==> src/rtl/stopwatch_ctrl.sv <==
// stopwatch_ctrl
//   Run/pause/clear sequencer for the stopwatch. Owns the 13-bit seconds
//   count shown on the display and drives the one-hot scan that
//   time-shares the 4-digit 7-segment panel.
//
//   Optional lap-freeze feature: define STOPWATCH_LAP_EN to enable it.
//   Without the macro, btn_lap is ignored and lap_active stays 0.
//
// Parameters
//   TICK_DIV   clk cycles per counted second (>= 2)
//   SCAN_DIV   clk cycles per panel step (>= 2)
//   MAX_COUNT  saturation value of count (<= 8191)
//
// Ports
//   clk        system clock, rising edge
//   rst        asynchronous active-high reset
//   btn_start  1-cycle pulse: start / resume
//   btn_pause  1-cycle pulse: pause
//   btn_clear  1-cycle pulse: clear to 0 (wins over everything)
//   btn_lap    1-cycle pulse: lap freeze toggle
//   count      seconds value to display
//   running    1 while in RUN
//   done       1 while in DONE (saturated)
//   lap_active 1 while the displayed count is frozen
//   panel      one-hot active digit: 0001 min_l, 0010 min_r, 0100 sec_l, 1000 sec_r
module stopwatch_ctrl #(
  parameter int unsigned TICK_DIV  = 100_000_000,
  parameter int unsigned SCAN_DIV  = 100_000,
  parameter int unsigned MAX_COUNT = 5999
) (
  input  logic        clk,
  input  logic        rst,
  input  logic        btn_start,
  input  logic        btn_pause,
  input  logic        btn_clear,
  input  logic        btn_lap,
  output logic [12:0] count,
  output logic        running,
  output logic        done,
  output logic        lap_active,
  output logic [3:0]  panel
);

  localparam int unsigned PW = $clog2(TICK_DIV);
  localparam int unsigned SW = $clog2(SCAN_DIV);
  localparam logic [PW-1:0] PRE_LAST  = PW'(TICK_DIV - 1);
  localparam logic [SW-1:0] SCAN_LAST = SW'(SCAN_DIV - 1);
  localparam logic [12:0]   MAX_C     = 13'(MAX_COUNT);

  typedef enum logic [1:0] {IDLE, RUN, PAUSE, DONE} state_t;

  state_t        state, state_n;
  logic [12:0]   sec_cnt, sec_n, count_n;
  logic [PW-1:0] prescaler, pre_n;
  logic          lap_n;
  logic [SW-1:0] scan_cnt;
  logic [1:0]    sel;

  // Start is only honoured when pause is not pulsed in the same cycle.
  logic start_eff;
  assign start_eff = btn_start && !btn_pause;

  always_comb begin
    state_n = state;
    sec_n   = sec_cnt;
    pre_n   = prescaler;
    if (btn_clear) begin
      state_n = IDLE;
      sec_n   = '0;
      pre_n   = '0;
    end else begin
      case (state)
        IDLE: begin
          if (start_eff) begin
            state_n = RUN;
            pre_n   = '0;
          end
        end
        RUN: begin
          // Pause wins over a coincident tick: the prescaler keeps its
          // value so the suppressed tick fires on the first RUN cycle.
          if (btn_pause) begin
            state_n = PAUSE;
          end else if (prescaler == PRE_LAST) begin
            pre_n = '0;
            if (sec_cnt < MAX_C) begin
              sec_n = sec_cnt + 13'd1;
              if (sec_n == MAX_C) state_n = DONE;
            end
          end else begin
            pre_n = prescaler + PW'(1);
          end
        end
        PAUSE: begin
          if (start_eff) state_n = RUN;
        end
        default: ;
      endcase
    end
  end

`ifdef STOPWATCH_LAP_EN
  logic [12:0] lap_reg, lap_reg_n;

  always_comb begin
    lap_n     = lap_active;
    lap_reg_n = lap_reg;
    if (btn_clear) begin
      lap_n = 1'b0;
    end else if (btn_lap && !btn_pause && !btn_start &&
                 (state == RUN || state == DONE)) begin
      lap_n = !lap_active;
      if (!lap_active) lap_reg_n = sec_cnt;
    end
  end

  always_ff @(posedge clk or posedge rst) begin
    if (rst) lap_reg <= '0;
    else     lap_reg <= lap_reg_n;
  end

  assign count_n = lap_n ? lap_reg_n : sec_n;
`else
  logic unused_lap;
  assign unused_lap = btn_lap;
  assign lap_n      = 1'b0;
  assign count_n    = sec_n;
`endif

  // Outputs are registered from next-state values so they line up with state.
  always_ff @(posedge clk or posedge rst) begin
    if (rst) begin
      state      <= IDLE;
      sec_cnt    <= '0;
      prescaler  <= '0;
      count      <= '0;
      running    <= 1'b0;
      done       <= 1'b0;
      lap_active <= 1'b0;
    end else begin
      state      <= state_n;
      sec_cnt    <= sec_n;
      prescaler  <= pre_n;
      count      <= count_n;
      running    <= (state_n == RUN);
      done       <= (state_n == DONE);
      lap_active <= lap_n;
    end
  end

  // Free-running panel scan, independent of the FSM.
  always_ff @(posedge clk or posedge rst) begin
    if (rst) begin
      scan_cnt <= '0;
      sel      <= '0;
      panel    <= 4'b0001;
    end else if (scan_cnt == SCAN_LAST) begin
      scan_cnt <= '0;
      sel      <= sel + 2'd1;
      panel    <= 4'b0001 << (sel + 2'd1);
    end else begin
      scan_cnt <= scan_cnt + SW'(1);
    end
  end

endmodule

==> config.mk <==
export PLATFORM = sky130hd
export DESIGN_NAME = stopwatch_ctrl
export DESIGN_NICKNAME = d
export VERILOG_FILES = /design/src/rtl/stopwatch_ctrl.sv
export SDC_FILE = /design/constraint.sdc
export NUM_CORES = 1
export LEC_CHECK = 0
export CORE_UTILIZATION = 35
export DETAILED_ROUTE_END_ITERATION = 12
export SLEW_MARGIN = 20
export SYNTH_ARGS = -nofsm -noshare
export SYNTH_HDL_FRONTEND = slang
export SYNTH_SLANG_ARGS = --single-unit
==> constraint.sdc <==
create_clock -name clk -period 4 [get_ports clk]
set_clock_uncertainty 0.1 [all_clocks]
set_input_delay 1.2 -clock clk [delete_from_list [all_inputs] [get_ports clk]]
set_output_delay 1.2 -clock clk [all_outputs]
set_load 0.01 [all_outputs]
==> impl_metrics.env <==
export IMPL_status="finished, final reports clean"
export IMPL_ant_nets=0
export IMPL_design_area_um2=4060
export IMPL_grt_pass1_vias=2668
export IMPL_synthFlopType="dfrtp_1"
export IMPL_dr_pass1_iters=4
export IMPL_yosysTopAreaCellShare_pct=46.9
export IMPL_dieWidth_um=102
export IMPL_cts_root_buffer="clkbuf_8"
export IMPL_fp_dieArea_um2=10500
export IMPL_layout_common_cells="dfrtp_1, nor2_1"
export IMPL_power_frac_comb_pct=4.2
export IMPL_crit_family="simple AND/OR/NAND/NOR gates"
export IMPL_grt_total_usage_pct=15.6
export IMPL_worstSkewPairLatency_ps=350
export IMPL_dp_hpwl_um=4970
export IMPL_powerDensity_nw_per_um2=299
export IMPL_yosys_area_top_type="dfrtp_1"
export IMPL_syn_area_um2=3520
export IMPL_maxCapViolations=0
export IMPL_fin_crit_sh_pct=76.1
export IMPL_synth_compound_area_share_pct=8.60
export IMPL_slowest_stage="or4_1"
export IMPL_ys_seq_area_share_pct=47.7
export IMPL_worstMarginPinSlew_ps=852
export IMPL_worstSetupEndpointType="flop"
export IMPL_synthArstFlopShare_pct=100
export IMPL_start_util_pct=36.0
export IMPL_area_growth_syn_to_layout_pct=15.4
export IMPL_vias_per_cell=5.21
export IMPL_clock_path_buffers=2
export IMPL_power_frac_seq_pct=56.1
export IMPL_cts_tree="built"
export IMPL_drt_iter0_drc=151
export IMPL_detail_route_wirelength_um=7210
export IMPL_slowest_delay_ps=540
export IMPL_htreeDepth=3
export IMPL_cts_resized_gates=0
export IMPL_clkSinkCount=67
export IMPL_io_buffers=23
export IMPL_place_congestion=0.832
export IMPL_p_leak_uw=0.00162
export IMPL_hold_path_class="flop to flop"
export IMPL_overflow=0
export IMPL_synthSimpleGateAreaFrac_pct=26.9
export IMPL_core_rowCount=36
export IMPL_syn_nets=380
export IMPL_synth_area_mux_share_pct=1.88
export IMPL_layout_drive_gt1_share_pct=8.59
export IMPL_synth_top_family_by_area="simple AND/OR/NAND/NOR gates"
export IMPL_path_clk_slew_ps=70
export IMPL_die_y_um=102
export IMPL_p_sw_share_pct=24.6
export IMPL_grt_pass1_wl_um=12600
export IMPL_synth_cell_types=46
export IMPL_crit_chain="clkdlybuf4s50_1, or2_2, o21ai_1, nand3_1, or4_1, a21oi_1"
export IMPL_wl_per_cell_um=13.6
export IMPL_start_kind="input pin"
export IMPL_ir_drop_v=0.000168
export IMPL_post_cts_buffers=0
export IMPL_fmax_mhz=329
export IMPL_crit_type="input pin to flop"
export IMPL_intPower_uw=916
export IMPL_antenna_cells=0
export IMPL_finalNetCount=405
export IMPL_final_common_cell="dfrtp_1"
export IMPL_vias=2758
export IMPL_coreArea_um2=9770
export IMPL_finalSetupTns_ps=0
export IMPL_cts_made_buffers=9
export IMPL_yosysWarnings=0
export IMPL_power_switching_uw=298
export IMPL_setup_viol=0
export IMPL_grt_start_max_net_pins=55
export IMPL_layout_min_cycle_time_ps=3040
export IMPL_relSlewSlack_pct=41.7
export IMPL_antenna_found_initial=0
export IMPL_synth_xor_area_share_pct=9.46
export IMPL_worst_endpoint_arrival_ps=3210
export IMPL_hold_viol_final=0
export IMPL_path_buf_inv=1
export IMPL_required_ps=4170
export IMPL_io_pins=26
export IMPL_pwr_share_clk_pct=39.7
export IMPL_avgSynthCellArea_um2=9.62
export IMPL_yosys_area_share_adder_pct=2.84
export IMPL_final_max_slew_violation_count=0
export IMPL_synth_edf_count=0
export IMPL_cts_hold_buffers_added=0
export IMPL_synthTopCellsByArea="dfrtp_1, nor2_1, xnor2_1, xor2_1, nand4_1"
export IMPL_syn_instance_count=366
export IMPL_synth_seq_cells=67
export IMPL_rsz0062_at_grt="false"
export IMPL_remaining_drc_errors=0
export IMPL_place_area_um2=3900
export IMPL_cp_max_fo=5
power by group through the flow:
stage	Sequential [uW]	Clock, uW	Combinational [uW]
5_1_grt	681	535	59.0
6_report	681	483	51.2
2_1_floorplan	694	0	32.7
3_5_place_dp	694	0	52.6
4_1_cts	681	501	52.9
3_3_place_gp	694	0	52.5
logic make-up after synthesis:
group / after synthesis
adder cells (fa/ha/maj): 8
XOR/XNOR: 38
AO/OA/AOI/OAI: 52
buffers and inverters: 21
AND/OR/NAND/NOR: 173
other: 1
flip-flops: 67
multiplexers: 6
sequential cells by signal, summed over array words and instances, names as in the netlist:
signal     count
prescaler     27
scan_cnt      17
sec_cnt       13
panel          4
sel            2
state          2
done           1
running        1
synthesized netlist by cell type, types with 5 or more instances:
master	n
clkbuf_1	7
nor2_1	45
mux2_2	5
nand2_1	22
ha_1	8
or3_1	11
a21oi_1	23
and3_1	7
nand4_1	23
or4_1	5
o31ai_1	5
nor3_1	6
o21ai_0	13
nand3_1	23
nor4_1	6
inv_1	8
dfrtp_1	66
xnor2_1	19
xor2_1	19
and4_1	5
through the flow:
stage	util (%)	power [uW]	cells	worst slack [ps]	hold WS, ps
after floorplan	-	727	366	1020	355
after global placement	39.9	747	513	612	381
after detailed placement	39.9	747	513	575	382
after CTS	41.6	1230	529	949	393
after global routing	41.6	1280	529	822	420
final	41.6	1210	529	957	387
routing by layer:
| metal | GRT usage, % | up-vias | wire length, um |
|---|---|---|---|
| met3 | 3.97 | 9 | 248 |
| met5 | 0 | - | 0 |
| li1 | - | 1358 | - |
| met1 | 20.6 | 1348 | 3470 |
| met4 | 5.93 | 0 | 97 |
| met2 | 24.5 | 43 | 3390 |
worst paths after layout:
check	start	end	slack (ps)	cells after the start
setup / recovery	btn_pause	prescaler[26]$_DFFE_PP0P_	960	6
hold / removal	scan_cnt[0]$_DFF_PP0_	scan_cnt[0]$_DFF_PP0_	390	1
setup reg to reg	prescaler[0]$_DFFE_PP0P_	sec_cnt[6]$_DFFE_PP0P_	1200	6
hold reg to reg	scan_cnt[0]$_DFF_PP0_	scan_cnt[0]$_DFF_PP0_	390	1
max in group asynchronous	rst	panel[0]$_DFFE_PP1N_	2120	3
min in group asynchronous	rst	sec_cnt[4]$_DFFE_PP0P_	1040	2
final cells by class:
cell class                 instances  area, um^2
clock buffer                      11         131
clock inverter                     5        31.3
fill                             984        5710
inverter                           8        30.0
multi-input combinational        278        1750
sequential                        67        1680
tap                              133         166
timing repair buffer              27         273
Note: power is estimated with default switching activity, not from simulation.
==> RTL edit 1 (config.mk and constraints unchanged) <==
Set the parameter `MAX_COUNT` to 2999 (it was 5999).
--- a/src/rtl/stopwatch_ctrl.sv
+++ b/src/rtl/stopwatch_ctrl.sv
@@ -27,5 +27,5 @@
   parameter int unsigned TICK_DIV  = 100_000_000,
   parameter int unsigned SCAN_DIV  = 100_000,
-  parameter int unsigned MAX_COUNT = 5999
+  parameter int unsigned MAX_COUNT = 2999
 ) (
   input  logic        clk,
Check against the original RTL: no difference found for any inputs over 10 cycles, from zero or initial values and one cycle with rst high; that may be too few to reach the edited logic, so the function may still have changed.
==> RTL edit 1 against the original RTL <==
Global-route usage decreased by 0.18 points; combinational power shrank 4%; total power increased by 7.4%; final area increased by 0.71%; count of clock-buffer cells in the layout shrank 2; via count up 0.33%; routed wire length is 2.2% higher; setup slack lost 0.065 ns; sequential power hardly changed; sequential cell count did not move; area after synthesis about the same; fmax is 2.1% lower; critical path type unchanged; largest cell class unchanged.
==> RTL edit 1: results (changes against the original RTL) <==
metric	value	unit	change
status	finished, final reports clean		unchanged
crit path max fanout	18		was 5
Root Driver	clkbuf_8		unchanged
DPL Wire Length	5.09	mm	was 4.97 mm
vias per cell	5.21		about the same
drt total wl	7.37	mm	was 7.21 mm
drt first pass iters	4		unchanged
IO buf count	23		unchanged
YS warnings	0		unchanged
Synth Instances	369		was 366
relative slew slack	39.4	%	was 41.7%
Total Nets Final	407		was 405
ys async rst share	100	%	unchanged
Die X	102	um	about the same
Setup Buffers After CTS	0		unchanged
WP data arrival	3.28	ns	was 3.21 ns
clk slew on worst S/H paths	0.09	ns	was 0.07 ns
LEAKAGE	1.65	nW	was 1.62 nW
GP Congestion	0.842		was 0.832
initial antenna violation count	0		unchanged
Pins Over Slew Limit	0		unchanged
first-pass GRT wire length	12.5	mm	was 12.6 mm
Synth top cells by count	66 x dfrtp_1, 45 x nor2_1, 26 x nand2_1		was 66 x dfrtp_1, 45 x nor2_1, 23 x a21oi_1, 23 x nand3_1, 23 x nand4_1
post-synthesis sequential area ratio	47.7	%	about the same
TritonCTS buffer count	9		unchanged
n_diodes	0		unchanged
Top Registers	prescaler (27), scan_cnt (17), sec_cnt (13)		unchanged
htree depth	3		unchanged
Synth cell types	48		was 46
worst vdd ir	0.000150	V	was 0.000168 V
worst skew pair latency	0.35	ns	about the same
Clock Path Buffers	2		unchanged
fin cells	531		was 529
GR Util All Layers	15.4	%	was 15.6%
largest cells by area after synthesis	dfrtp_1 47%, xnor2_1 5.2%, xor2_1 5.0%		was dfrtp_1 47%, nor2_1 4.8%, xnor2_1 4.7%
largest net degree at the start of global routing	29		was 55
vias in the first global route	2625		was 2668
pre-CTS WS	0.557	ns	was 0.575 ns
post-CTS resize count	0		unchanged
Post-Syn Nets	383		was 380
share of cells above drive strength 1	8.54	%	was 8.59%
area grow syn2layout	16.3	%	was 15.4%
dpl cells	515		was 513
initial DRC count	133		was 151
-- RTL edit 1: critical path, stage by stage --
cell and delay [ns]:
clkdlybuf4s50_1 0.47, inv_1 0.12, nand3_1 0.11, a2111o_1 0.65, or4b_1 0.58, a21oi_1 0.15
-- RTL edit 1: cells by family (layout without fill, tap and decap cells) --
group	Yosys count	after routing	synth area share, %
adders and majority gates	8	8	2.85
DFF	67	67	47.7
other	1	1	0.107
AOI/OAI and AO/OA	47	47	8.68
buffers and inverters	26	55	2.92
xor gates and xnor gates	41	41	10.2
and+or+nand+nor	173	173	25.7
muxes	6	6	1.88
-- RTL edit 1: layer usage --
layer,wire length (um),global-route usage [%]
met1,3530,20.6
met5,0,0
met3,251,2.67
met4,150,6.92
met2,3440,24.4
-- RTL edit 1: worst paths after layout --
kind                            slack, ns                 startpoint  cells past startpoint                        end
worst max-delay path                 0.89                  btn_pause                      6    sec_cnt[10]$_DFFE_PP0P_
worst min-delay path                 0.39      scan_cnt[0]$_DFF_PP0_                      1      scan_cnt[0]$_DFF_PP0_
worst max register to register       1.10  prescaler[19]$_DFFE_PP0P_                      5    sec_cnt[10]$_DFFE_PP0P_
worst min register to register       0.39      scan_cnt[0]$_DFF_PP0_                      1      scan_cnt[0]$_DFF_PP0_
max in group asynchronous            1.93                        rst                      3  prescaler[22]$_DFFE_PP0P_
min in group asynchronous            1.12                        rst                      2     sec_cnt[5]$_DFFE_PP0P_
-- RTL edit 1: power by group --
group	total [W]	internal [W]	switching [W]
sequential	0.000681	0.000679	0.00000244
clock	0.000575	0.000291	0.000284
combinational	0.0000494	0.0000137	0.0000357
-- RTL edit 1: cell type report --
cell class / instances / share of cell area, %
timing repair buffer: 28 / 6.54
clock inverter: 7 / 1.87
sequential: 67 / 41.0
multi-input combinational: 276 / 42.5
clock buffer: 9 / 3.03
tap: 133 / 4.07
inverter: 11 / 1.01
-- RTL edit 1: per-stage QoR --
step	util [%]	instance area, sq um
after floorplan	-	3520
after global placement	39.8	3890
after detailed placement	39.8	3890
after CTS	41.9	4090
after global routing	41.9	4090
final	41.9	4090
==> RTL edit 2 (same flow settings) <==
Made on the original files. Re-encode `state_t` (4 states) as one-hot, 4 bits wide.
--- a/src/rtl/stopwatch_ctrl.sv
+++ b/src/rtl/stopwatch_ctrl.sv
@@ -48,5 +48,5 @@
   localparam logic [12:0]   MAX_C     = 13'(MAX_COUNT);
 
-  typedef enum logic [1:0] {IDLE, RUN, PAUSE, DONE} state_t;
+  typedef enum logic [3:0] {IDLE = 4'b0001, RUN = 4'b0010, PAUSE = 4'b0100, DONE = 4'b1000} state_t;
 
   state_t        state, state_n;
Function: same outputs for any inputs over 10 cycles, from zero or initial values and one cycle with rst high; not proved beyond that.
==> RTL edit 2 against the original RTL <==
Register-to-register slack better by 0.30 ns; total power is 4.5% higher; final area is 8.0% higher; routed wire length is 8.1% higher; sequential cell count is 2 higher; area after synthesis is 9.3% higher; setup slack worse by 0.043 ns; critical path type unchanged; critical endpoint is now prescaler[25]$_DFFE_PP0P_; largest cell class unchanged.
==> RTL edit 2: results (changes against the original RTL) <==
metric	value	unit	change
WP data arrival	3.26	ns	was 3.21 ns
reg2reg end	scan_cnt[10]$_DFF_PP0_		was sec_cnt[6]$_DFFE_PP0P_
largest cells by area after synthesis	dfrtp_1 44%, xor2_1 5.2%, nor2_1 4.6%		was dfrtp_1 47%, nor2_1 4.8%, xnor2_1 4.7%
initial DRC count	125		was 151
crit path max fanout	8		was 5
mux contribution to synthesized area	2.64	%	was 1.88%
routing usage on met2	23.5	%	was 24.5%
worst vdd ir	0.000215	V	was 0.000168 V
Critical Path Sink	prescaler[25]$_DFFE_PP0P_		was prescaler[26]$_DFFE_PP0P_
worst reg2reg path depth	4		was 6
fillers	1014		was 984
Post-Syn Nets	405		was 380
gr ovfl total	0		unchanged
crit-path max cell delay	0.60	ns	was 0.54 ns
M3 GR Usage	4.44	%	was 3.97%
first-pass GRT wire length	13.3	mm	was 12.6 mm
xor-xnor portion of the synthesized cell area	7.51	%	was 9.46%
vias in the first global route	2929		was 2668
initial antenna violation count	0		unchanged
IO buf count	23		unchanged
htree depth	3		unchanged
YS warnings	0		unchanged
DPL Wire Length	5.28	mm	was 4.97 mm
GR Util met1	19.0	%	was 20.6%
LEAKAGE	1.75	nW	was 1.62 nW
Total Nets Final	427		was 405
Top Registers	prescaler (27), scan_cnt (17), sec_cnt (13)		unchanged
WL/cell	14.1	um	was 13.6 um
RR Startpoint	scan_cnt[12]$_DFF_PP0_		was prescaler[0]$_DFFE_PP0P_
share of cells above drive strength 1	11.2	%	was 8.59%
TritonCTS buffer count	9		unchanged
vias per cell	5.37		was 5.21
Synth cell types	65		was 46
CP max-delay cell	a2111oi_4		was or4_1
Adder-Cell Fraction of Synth Area	2.60	%	was 2.84%
GR Util All Layers	14.8	%	was 15.6%
largest net degree at the start of global routing	70		was 55
status	finished, final reports clean		unchanged
post-synthesis sequential area ratio	45.0	%	was 47.7%
reg2reg setup slack	1.50	ns	was 1.20 ns
Worst-Margin Slew	0.899	ns	was 0.852 ns
crit path from	btn_start		was btn_pause
post-synthesis compound-gate area fraction	13.0	%	was 8.60%
Synth top cells by count	67 x dfrtp_1, 47 x nor2_1, 23 x xor2_1		was 66 x dfrtp_1, 45 x nor2_1, 23 x a21oi_1, 23 x nand3_1, 23 x nand4_1
-- RTL edit 2: cell types whose count changed in the layout (fill, tap and decap cells not counted), moves of 5 or more --
cell,delta
nand4_1,-12
nand2_1,-5
nand3b_1,+5
or3_1,-6
o2111ai_1,+6
xnor2_1,-9
a21oi_1,-7
o211ai_1,+9
nor2b_1,+6
-- RTL edit 2: routing by layer --
metal	share of wire, %	wire length, um
met1	49	3810
met2	47	3650
met3	3.1	239
met4	1.1	89
met5	0	0
-- RTL edit 2: where the power goes --
part           internal (W)  total [W]  switching [W]
clock network      0.000240   0.000502       0.000262
registers          0.000700   0.000704     0.00000392
logic             0.0000201  0.0000632      0.0000431
-- RTL edit 2: through the flow --
step / setup WS, ns / total power [W] / instances / utilization (%) / hold slack [ns]
detailed placement: 0.548 / 0.000783 / 538 / 40.1 / 0.384
finish: 0.914 / 0.00127 / 554 / 41.8 / 0.391
global placement: 0.598 / 0.000781 / 538 / 40.1 / 0.371
CTS: 0.919 / 0.00130 / 554 / 41.8 / 0.395
floorplan: 0.963 / 0.000760 / 391 / - / 0.348
global route: 0.841 / 0.00133 / 554 / 41.8 / 0.410
-- RTL edit 2: critical path: cells and delay by family --
family | cells | cell delay [ns]
buf+inv | 1 | 0.49
compound gates | 3 | 0.95
simple gates | 2 | 0.62
-- RTL edit 2: area by class of cell --
class / count / share of cell area (%)
Multi-Input combinational cell: 292 / 45.3
Clock buffer: 12 / 3.31
Inverter: 12 / 1.03
Tap cell: 136 / 3.88
Sequential cell: 69 / 39.4
Timing Repair Buffer: 29 / 6.56
Clock inverter: 4 / 0.542
